File: src/rtl/vr_rr_arbiter_if.sv
// Channel bundle for vr_rr_arbiter: NUM_REQ upstream valid/ready sources and
// one registered downstream valid/ready port tagged with the source index.
interface vr_rr_arbiter_if #(
    parameter int DATA_WIDTH = 32,
    parameter int NUM_REQ    = 4
);
    localparam int SRC_W = $clog2(NUM_REQ);

    logic [NUM_REQ-1:0]            up_valid;
    logic [NUM_REQ*DATA_WIDTH-1:0] up_data;
    logic [NUM_REQ-1:0]            up_ready;
    logic                          down_valid;
    logic [DATA_WIDTH-1:0]         down_data;
    logic [SRC_W-1:0]              down_src;
    logic                          down_ready;

    // master: generators plus checker; slave: the arbiter itself
    modport master (
        output up_valid, up_data, down_ready,
        input  up_ready, down_valid, down_data, down_src
    );

    modport slave (
        input  up_valid, up_data, down_ready,
        output up_ready, down_valid, down_data, down_src
    );
endinterface

File: src/rtl/vr_rr_arbiter.sv
// Round-robin arbiter sharing one registered valid/ready output between
// NUM_REQ sources, with an optional lock of up to BURST_LEN words per owner.
module vr_rr_arbiter #(
    parameter int DATA_WIDTH = 32,
    parameter int NUM_REQ    = 4,
    parameter int BURST_LEN  = 1
) (
    input  logic           clk,
    input  logic           rst_n,
    vr_rr_arbiter_if.slave bus
);
    localparam int SRC_W = $clog2(NUM_REQ);
    localparam int CNT_W = $clog2(BURST_LEN + 1);

    logic                  down_valid_q, down_valid_d;
    logic [DATA_WIDTH-1:0] down_data_q, down_data_d;
    logic [SRC_W-1:0]      down_src_q, down_src_d;
    logic [SRC_W-1:0]      ptr_q, ptr_d;
    logic                  lock_q, lock_d;
    logic [SRC_W-1:0]      own_q, own_d;
    logic [CNT_W-1:0]      cnt_q, cnt_d;

    logic                  can_take;
    logic                  owner_hold;
    logic [SRC_W-1:0]      search_start;
    logic                  gnt_found;
    logic [SRC_W-1:0]      gnt_idx;
    logic                  accept;

    function automatic logic [SRC_W-1:0] wrap_add(input logic [SRC_W-1:0] base, input int off);
        int sum;
        sum = int'(base) + off;
        if (sum >= NUM_REQ) sum = sum - NUM_REQ;
        return SRC_W'(sum);
    endfunction

    assign can_take = !down_valid_q || bus.down_ready;

    // A locked owner that drops valid hands the search to its neighbour at once
    always_comb begin
        owner_hold   = lock_q && bus.up_valid[own_q];
        search_start = lock_q ? wrap_add(own_q, 1) : ptr_q;
        gnt_found    = 1'b0;
        gnt_idx      = '0;
        if (owner_hold) begin
            gnt_found = 1'b1;
            gnt_idx   = own_q;
        end else begin
            for (int j = 0; j < NUM_REQ; j++) begin
                if (!gnt_found && bus.up_valid[wrap_add(search_start, j)]) begin
                    gnt_found = 1'b1;
                    gnt_idx   = wrap_add(search_start, j);
                end
            end
        end
    end

    assign accept = gnt_found && can_take;

    always_comb begin
        bus.up_ready = '0;
        if (rst_n && accept) bus.up_ready[gnt_idx] = 1'b1;
    end

    always_comb begin
        down_valid_d = down_valid_q;
        down_data_d  = down_data_q;
        down_src_d   = down_src_q;
        ptr_d        = ptr_q;
        lock_d       = lock_q;
        own_d        = own_q;
        cnt_d        = cnt_q;
        if (accept) begin
            down_valid_d = 1'b1;
            down_data_d  = bus.up_data[int'(gnt_idx)*DATA_WIDTH +: DATA_WIDTH];
            down_src_d   = gnt_idx;
            if (owner_hold) begin
                cnt_d = cnt_q + CNT_W'(1);
            end else begin
                own_d = gnt_idx;
                cnt_d = CNT_W'(1);
            end
            if (cnt_d == CNT_W'(BURST_LEN)) begin
                lock_d = 1'b0;
                ptr_d  = wrap_add(gnt_idx, 1);
            end else begin
                lock_d = 1'b1;
            end
        end else begin
            if (down_valid_q && bus.down_ready) down_valid_d = 1'b0;
            if (lock_q && !bus.up_valid[own_q]) begin
                lock_d = 1'b0;
                ptr_d  = wrap_add(own_q, 1);
                cnt_d  = '0;
            end
        end
    end

    always_ff @(posedge clk or negedge rst_n) begin
        if (!rst_n) begin
            down_valid_q <= 1'b0;
            down_data_q  <= '0;
            down_src_q   <= '0;
            ptr_q        <= '0;
            lock_q       <= 1'b0;
            own_q        <= '0;
            cnt_q        <= '0;
        end else begin
            down_valid_q <= down_valid_d;
            down_data_q  <= down_data_d;
            down_src_q   <= down_src_d;
            ptr_q        <= ptr_d;
            lock_q       <= lock_d;
            own_q        <= own_d;
            cnt_q        <= cnt_d;
        end
    end

    assign bus.down_valid = down_valid_q;
    assign bus.down_data  = down_data_q;
    assign bus.down_src   = down_src_q;
endmodule

File: src/flat_wrapper.sv
// flat-port wrapper written by rule: the top's interface ports become plain ports
module vr_rr_arbiter_flat 
#(
    parameter int DATA_WIDTH = 32,
    parameter int NUM_REQ    = 4,
    parameter int BURST_LEN  = 1
)
  (clk, rst_n, bus_up_valid, bus_up_data, bus_down_ready, bus_up_ready, bus_down_valid, bus_down_data, bus_down_src);
  vr_rr_arbiter_if #(.DATA_WIDTH(DATA_WIDTH), .NUM_REQ(NUM_REQ)) bus_i ();
  input  logic clk;
  input  logic rst_n;
  input wire logic [$bits(bus_i.up_valid)-1:0] bus_up_valid;
  input wire logic [$bits(bus_i.up_data)-1:0] bus_up_data;
  input wire logic [$bits(bus_i.down_ready)-1:0] bus_down_ready;
  output wire logic [$bits(bus_i.up_ready)-1:0] bus_up_ready;
  output wire logic [$bits(bus_i.down_valid)-1:0] bus_down_valid;
  output wire logic [$bits(bus_i.down_data)-1:0] bus_down_data;
  output wire logic [$bits(bus_i.down_src)-1:0] bus_down_src;
  assign bus_i.up_valid = bus_up_valid;
  assign bus_i.up_data = bus_up_data;
  assign bus_i.down_ready = bus_down_ready;
  assign bus_up_ready = bus_i.up_ready;
  assign bus_down_valid = bus_i.down_valid;
  assign bus_down_data = bus_i.down_data;
  assign bus_down_src = bus_i.down_src;
  vr_rr_arbiter #(.DATA_WIDTH(DATA_WIDTH), .NUM_REQ(NUM_REQ), .BURST_LEN(BURST_LEN)) u_core (.clk(clk), .rst_n(rst_n), .bus(bus_i));
endmodule
File: config.mk
export PLATFORM = sky130hd
export DESIGN_NAME = vr_rr_arbiter_flat
export DESIGN_NICKNAME = d
export VERILOG_FILES = /design/src/rtl/vr_rr_arbiter_if.sv /design/src/rtl/vr_rr_arbiter.sv /design/src/flat_wrapper.sv
export SDC_FILE = /design/constraint.sdc
export NUM_CORES = 1
export LEC_CHECK = 0
export ABC_AREA = 1
export CAP_MARGIN = 25
export CORE_AREA = 2 2 99 101
export CTS_CLUSTER_SIZE = 14
export DETAILED_ROUTE_END_ITERATION = 10
export DIE_AREA = 0 0 101 103
export PLACE_DENSITY = 0.79
export SYNTH_ARGS = -nofsm -noshare
export SYNTH_HDL_FRONTEND = slang
export SYNTH_SLANG_ARGS = --single-unit
File: constraint.sdc
create_clock -name clk -period 3.51 [get_ports clk]
set_clock_uncertainty 0.1 [all_clocks]
set_input_delay 0.5265 -clock clk [delete_from_list [all_inputs] [get_ports clk]]
set_output_delay 0.5265 -clock clk [all_outputs]
set_load 0.01 [all_outputs]
After elaboration in Yosys (flattened, before gate mapping). Index checks and enable logic that the tools add are counted.

Input bits: 135. Bits in registers: 41. Logic and storage cells: 102.

Reductions and logical operators: 19. Mux-type cells: 48. Add/subtract/negate cells: 12. Bitwise gates (word level): 1. Equality and inequality tests: 1. Order comparisons: 13. Shift operators: 1.

Operator list (number): $shiftx A128 B8 Y32 (1); $mux W2 (19); $mux W1 (22); $lt A2 B3 Y1 const B (6); $ge A3 B3 Y1 const B (5); $sub A2 B1 Y2 const B (6); $bmux W1 S2 (5); $add A2 B1 Y3 const B (3); $logic_and A1 B1 Y1 (9); $add A2 B2 Y3 const B (2); $logic_not A1 Y1 (5); $mux W4 (1); $reduce_and A2 Y1 (2); $reduce_bool A2 Y1 (2); $ge A2 B3 Y1 const B (1); $demux W1 S2 (1); $ge A2 B1 Y1 const B (1); $ne A2 B2 Y1 const B (1); $add A1 B1 Y1 const B (1); $logic_or A1 B1 Y1 (1); $not A1 Y1 (1).

Depth between registers and ports, before layout.
Depth in word-level cells: 28. Depth in mapped cells: 22.

Least setup slack after synthesis. No wires, ideal clock.

Path type: register to output. From: register u_core.own_q[0]. To: output port bus_up_ready[3]. Required time: 2.883 ns. Cell stages (with the launch flop): 16. Slack: 0.791 ns. Data arrival time: 2.092 ns. Cells stage by stage: dfrtp_1 -> buf_2 -> nand2_1 -> o21ai_2 -> buf_6 -> o21ai_1 -> nand2_1 -> nand2_1 -> nand3_2 -> o21ai_1 -> o21ai_4 -> inv_2 -> buf_4 -> ha_1 -> inv_1 -> nor2_1.

Cells in the longest elaborated chain, start to end: 28. Elaborated cells on any way between the ends: 62.

Ends and longest elaborated chain: from (decl) (RTL line vr_rr_arbiter.sv:20) `logic [SRC_W-1:0] own_q, own_d;`; from (signal assigned) (RTL line vr_rr_arbiter.sv:114) `own_q <= own_d;`; $add A2 B1 Y3 (RTL line vr_rr_arbiter.sv:32) `sum = int'(base) + off;`; $ge A3 B3 Y1 or $sub A2 B1 Y2 (tied branches) (RTL line vr_rr_arbiter.sv:33) `if (sum >= NUM_REQ) sum = sum - NUM_REQ;`; $mux W2 (RTL line vr_rr_arbiter.sv:33); $mux W2 (RTL line vr_rr_arbiter.sv:42) `search_start = lock_q ? wrap_add(own_q, 1) : ptr_q;`; $ge A2 B3 Y1 or $sub A2 B1 Y2 (tied branches) (RTL line vr_rr_arbiter.sv:33); $mux W2 (RTL line vr_rr_arbiter.sv:33); $mux W2 (RTL line vr_rr_arbiter.sv:45) `if (owner_hold) begin`; $bmux W1 S2 (RTL line vr_rr_arbiter.sv:50) `if (!gnt_found && bus.up_valid[wrap_add(search_start, j)]) begin`; (+12 left out); $logic_and A1 B1 Y1 (RTL line vr_rr_arbiter.sv:50); $mux W2 (RTL line vr_rr_arbiter.sv:50); $mux W2 (RTL line vr_rr_arbiter.sv:45); $lt A2 B3 Y1 (not written as such) or $ge A2 B1 Y1 (tied branches) (RTL line vr_rr_arbiter.sv:62) `if (rst_n && accept) bus.up_ready[gnt_idx] = 1'b1;`; $logic_and A1 B1 Y1 (not written as such) (RTL line vr_rr_arbiter.sv:62); $mux W1 (not written as such) (RTL line vr_rr_arbiter.sv:62); $demux W1 S2; $mux W4 (*) (RTL line vr_rr_arbiter.sv:62); to (decl) (RTL line flat_wrapper.sv:15) `output wire logic [$bits(bus_i.up_ready)-1:0] bus_up_ready;`.

Mark *: on every way between the ends. The rest lies on a longest branch, timed or not. The select of a mux whose other input is x is not followed.

Worst setup path after layout.
From: input port bus_up_valid[2]. To: output port bus_up_ready[3].

Cells in the longest elaborated chain, start to end: 21. Elaborated cells on any way between the ends: 38.

Ends and longest elaborated chain: from (decl) (RTL line flat_wrapper.sv:12) `input wire logic [$bits(bus_i.up_valid)-1:0] bus_up_valid;`; $bmux W1 S2 (RTL line vr_rr_arbiter.sv:50); $mux W1 (not written as such) (RTL line vr_rr_arbiter.sv:50); $mux W1 (RTL line vr_rr_arbiter.sv:50); $mux W1 (RTL line vr_rr_arbiter.sv:45); $logic_not A1 Y1 (RTL line vr_rr_arbiter.sv:50); $logic_and A1 B1 Y1 (RTL line vr_rr_arbiter.sv:50); $mux W1 (RTL line vr_rr_arbiter.sv:50); $mux W1 (RTL line vr_rr_arbiter.sv:45); (+5 left out); $logic_and A1 B1 Y1 (RTL line vr_rr_arbiter.sv:50); $mux W2 (RTL line vr_rr_arbiter.sv:50); $mux W2 (RTL line vr_rr_arbiter.sv:45); $lt A2 B3 Y1 (not written as such) or $ge A2 B1 Y1 (tied branches) (RTL line vr_rr_arbiter.sv:62); $logic_and A1 B1 Y1 (not written as such) (RTL line vr_rr_arbiter.sv:62); $mux W1 (not written as such) (RTL line vr_rr_arbiter.sv:62); $demux W1 S2; $mux W4 (*) (RTL line vr_rr_arbiter.sv:62).

Marks and branches as above.

==> out/metrics.cfg <==
[timing]
post-route-min-period_ns = 3.37
max_clock_freq_mhz = 296
final_max_slew_viol_count = 0
postLayoutSetupSlackWorst_ns = 0.136
final.setup.tns_ns = 0
period_utilization = 0.961
grt_setup_unrepaired = true
max_slew_margin = 0.546
report.final.hold_viol_count = 0
worstMarginPinSlew_ns = 0.681
setup_viol = 0

[setup_path]
reg2reg_to = u_core.bus.down_data[30]
worst_ep_required_ns = 2.88
timing.critical_path.fanout_max = 5
worst_path_max_delay_cell = sky130_fd_sc_hd__clkdlybuf4s50_1
timing.critical_path.slowest_cell_delay_ns = 0.54
worst-r2r-setup-slack_ns = 0.69
cpMostUsedCell = sky130_fd_sc_hd__inv_1
critical_path_class = primary input to primary output
timing.critical_path.to_type = primary output
worstRegToRegCells = 18
critical_path_arrival_ns = 2.75
r2r-start = u_core.lock_q
path_delay_family = buffers and inverters
worstSetupStartpointType = primary input
count_of_buffering_cells_on_the_critical_path_with_inverters_included = 6
cp_cell_sequence = clkdlybuf4s50_1 > inv_1 > o21ai_0 > nand2_1 > nor2_1 > inv_1 > o21ai_2 > o21ai_4 > inv_2 > ha_1 > inv_1 > nor2_1 > clkdlybuf4s50_1

[global_route]
globalRoute.totalOverflow = 0
grt_usage = 0.204
global_route_wire_length_before_repair_um = 17300
grt_pass1_vias = 3911
grt_start_max_net_pins = 65
grt_antenna_before_repair = 0

[die]
design.core.area_mm2 = 0.00946
floorplan.initialDensity = 0.370
io_pins = 174
chipWidth_um = 101
floorplan_die_area_mm2 = 0.0104
die_h_um = 103
row_count = 36

[power_and_ir_drop]
power.share.switching = 0.522
vdd.ir_drop.worst_mv = 0.515
gate_power_share = 0.758
static-leakage-power_nw = 2.94
p_sw_w = 0.00245
power.density_mw_per_mm2 = 876
intPower_w = 0.00225
p_clk_frac = 0.062
pwr-share-seq = 0.180

[place]
port_buffers = 173
gp_congestion = 0.818
detailedPlacementHpwl_um = 8130
preCtsSetupSlack_ns = 0.0963

[min_path]
timing.hold.worst.class = primary input to asynchronous set/reset pin

[run]
cap_viol_max_count = 0

[route]
routed-via-count = 4260
drcViolationCount = 0
wire_per_inst_um = 12.3
detail_route.vias_per_cell = 4.80
drt_first_pass_iters = 4
wirelength_um = 11000
final_antenna_net_count = 0
drt_iter0_drc = 170

[synthesis]
ys_warn_count = 0
synthesis.instances = 613
postSynthRegisterBits = 41
netlist_area_mm2 = 0.00350
netlist.area_leader.share = 0.325
ys_types = 24
synthesized_nets = 749
synth_largest_area_cell = sky130_fd_sc_hd__nand2_1
netlist_top_cells_area = sky130_fd_sc_hd__nand2_1, sky130_fd_sc_hd__dfrtp_1, sky130_fd_sc_hd__nand3_1
sequential_cell_area_fraction_in_the_yosys_report = 0.293
mean_syn_cell_area_um2 = 5.71

[clock_network]
hold_buffers = 0
cts_tree = done
cts_max_path_buffers = 2
worst_setup_hold_path_clk_slew_ns = 0.08
depth_of_the_cts_h_tree = 2
worstSkewPairLatency_ns = 0.29
ctsRootBufferMaster = sky130_fd_sc_hd__clkbuf_8
clkSinkCount = 41
tritoncts.num_buffers = 5

[layout]
design.final.nets = 908
fraction_of_layout_instances_using_a_drive_strength_above_1 = 0.0517
finalCoreUtilization = 0.566
diodes = 0
areaGrowthSynthToFinish_pct = 53.0

[status]
status = complete, no violations

-- repair_timing --
item / in CTS / in global routing
buffers inserted: 0 / 3
gates resized for setup: 2 / 7
pin swaps: 0 / 1
setup endpoints to repair: 3 / 4
-- worst register-to-register path, stage by stage, from the launching register on --
cell	delay, ns
sky130_fd_sc_hd__dfrtp_2	0.46
sky130_fd_sc_hd__inv_1	0.13
sky130_fd_sc_hd__nand2_1	0.08
sky130_fd_sc_hd__nand2_2	0.12
sky130_fd_sc_hd__nand2_1	0.06
sky130_fd_sc_hd__nand2_1	0.10
sky130_fd_sc_hd__nand3_1	0.08
sky130_fd_sc_hd__nand2_1	0.13
sky130_fd_sc_hd__nand3_2	0.12
sky130_fd_sc_hd__nor2_4	0.16
sky130_fd_sc_hd__nor2_1	0.07
sky130_fd_sc_hd__nand2_2	0.10
sky130_fd_sc_hd__buf_4	0.51
sky130_fd_sc_hd__nand3_1	0.20
sky130_fd_sc_hd__nand2_1	0.11
sky130_fd_sc_hd__nand2_1	0.06
sky130_fd_sc_hd__nand2_1	0.07
sky130_fd_sc_hd__nand2_1	0.05
sky130_fd_sc_hd__nand2_1	0.07
-- cells in the mapped netlist, drive strengths merged --
library cell,n
inv,84
o211ai,1
ha,1
a21oi,6
buf,31
dfrtp,41
clkbuf,6
nand2,305
o21ai,12
nand3,109
clkinv,1
nand4,1
nor3,2
nor2,13
-- cells in the final DEF, fill, tap and decap left out, types with 2 or more instances in the layout --
master / netlist / final
sky130_fd_sc_hd__a21oi_1: 6 / 6
sky130_fd_sc_hd__buf_4: 6 / 16
sky130_fd_sc_hd__clkbuf_1: 6 / 3
sky130_fd_sc_hd__clkbuf_8: 0 / 5
sky130_fd_sc_hd__clkdlybuf4s50_1: 0 / 170
sky130_fd_sc_hd__dfrtp_1: 41 / 38
sky130_fd_sc_hd__dfrtp_2: 0 / 3
sky130_fd_sc_hd__dlymetal6s2s_1: 0 / 2
sky130_fd_sc_hd__inv_1: 81 / 81
sky130_fd_sc_hd__inv_2: 3 / 3
sky130_fd_sc_hd__nand2_1: 303 / 300
sky130_fd_sc_hd__nand2_2: 1 / 4
sky130_fd_sc_hd__nand3_1: 108 / 108
sky130_fd_sc_hd__nor2_1: 12 / 11
sky130_fd_sc_hd__nor2_4: 1 / 2
sky130_fd_sc_hd__nor3_1: 2 / 2
sky130_fd_sc_hd__o21ai_0: 6 / 6
sky130_fd_sc_hd__o21ai_1: 3 / 2
sky130_fd_sc_hd__o21ai_2: 2 / 2
sky130_fd_sc_hd__o21ai_4: 1 / 2
-- routing by layer --
metal | wire, um | GRT usage
met1 | 4630 | 0.255
met2 | 5540 | 0.364
met3 | 732 | 0.0468
met4 | 41 | 0.0395
met5 | 0 | 0
-- power by group through the flow --
stage               clock, W  combinational [W]  sequential [W]
global route        0.000320            0.00405        0.000872
global placement           0            0.00347        0.000842
CTS                 0.000301            0.00354        0.000850
finish              0.000293            0.00356        0.000844
floorplan                  0            0.00255        0.000907
detailed placement         0            0.00353        0.000850
-- state kept, by name, summed over array words and instances (netlist names) --
| signal | cells |
|---|---|
| u_core.lock_q | 1 |
| u_core.bus.down_valid | 1 |
| u_core.cnt_q | 1 |
| u_core.bus.down_src | 2 |
| u_core.ptr_q | 2 |
| u_core.own_q | 2 |
| u_core.bus.down_data | 32 |
-- cell type report --
cell class	count	area (um^2)
fillers	936	4100
clock buffers	8	80.1
repair buffers	189	1850
flip-flops and latches	41	1030
multi-input cells	450	1930
well taps	114	143
inverters	85	319
-- worst max-delay path by stage --
stage | start | end | slack (ns) | depth (start not counted)
after floorplan | u_core.own_q[0] | bus_up_ready[3] | 0.79 | 15
after global placement | bus_up_valid[2] | bus_up_ready[3] | 0.16 | 13
after detailed placement | bus_up_valid[2] | bus_up_ready[3] | 0.1 | 13
after CTS | u_core.lock_q | bus_up_ready[3] | 0.03 | 13
after global routing | u_core.own_q[1] | bus_up_ready[3] | -0.07 | 17
final | bus_up_valid[2] | bus_up_ready[3] | 0.14 | 13
-- logic make-up after synthesis --
group           synth area share
fa+ha+maj                0.00357
flops                      0.293
simple gates               0.508
compound gates            0.0332
buf+inv                    0.162
-- metrics by stage --
stage,power (W),hold slack (ns),area (um^2),std cells
floorplan,0.00346,0.131,3500,613
global placement,0.00431,0.361,5230,876
detailed placement,0.00438,0.364,5230,876
CTS,0.00470,0.235,5320,884
global route,0.00524,0.270,5360,887
finish,0.00469,0.215,5360,887
(Power assumes the default switching activity.)
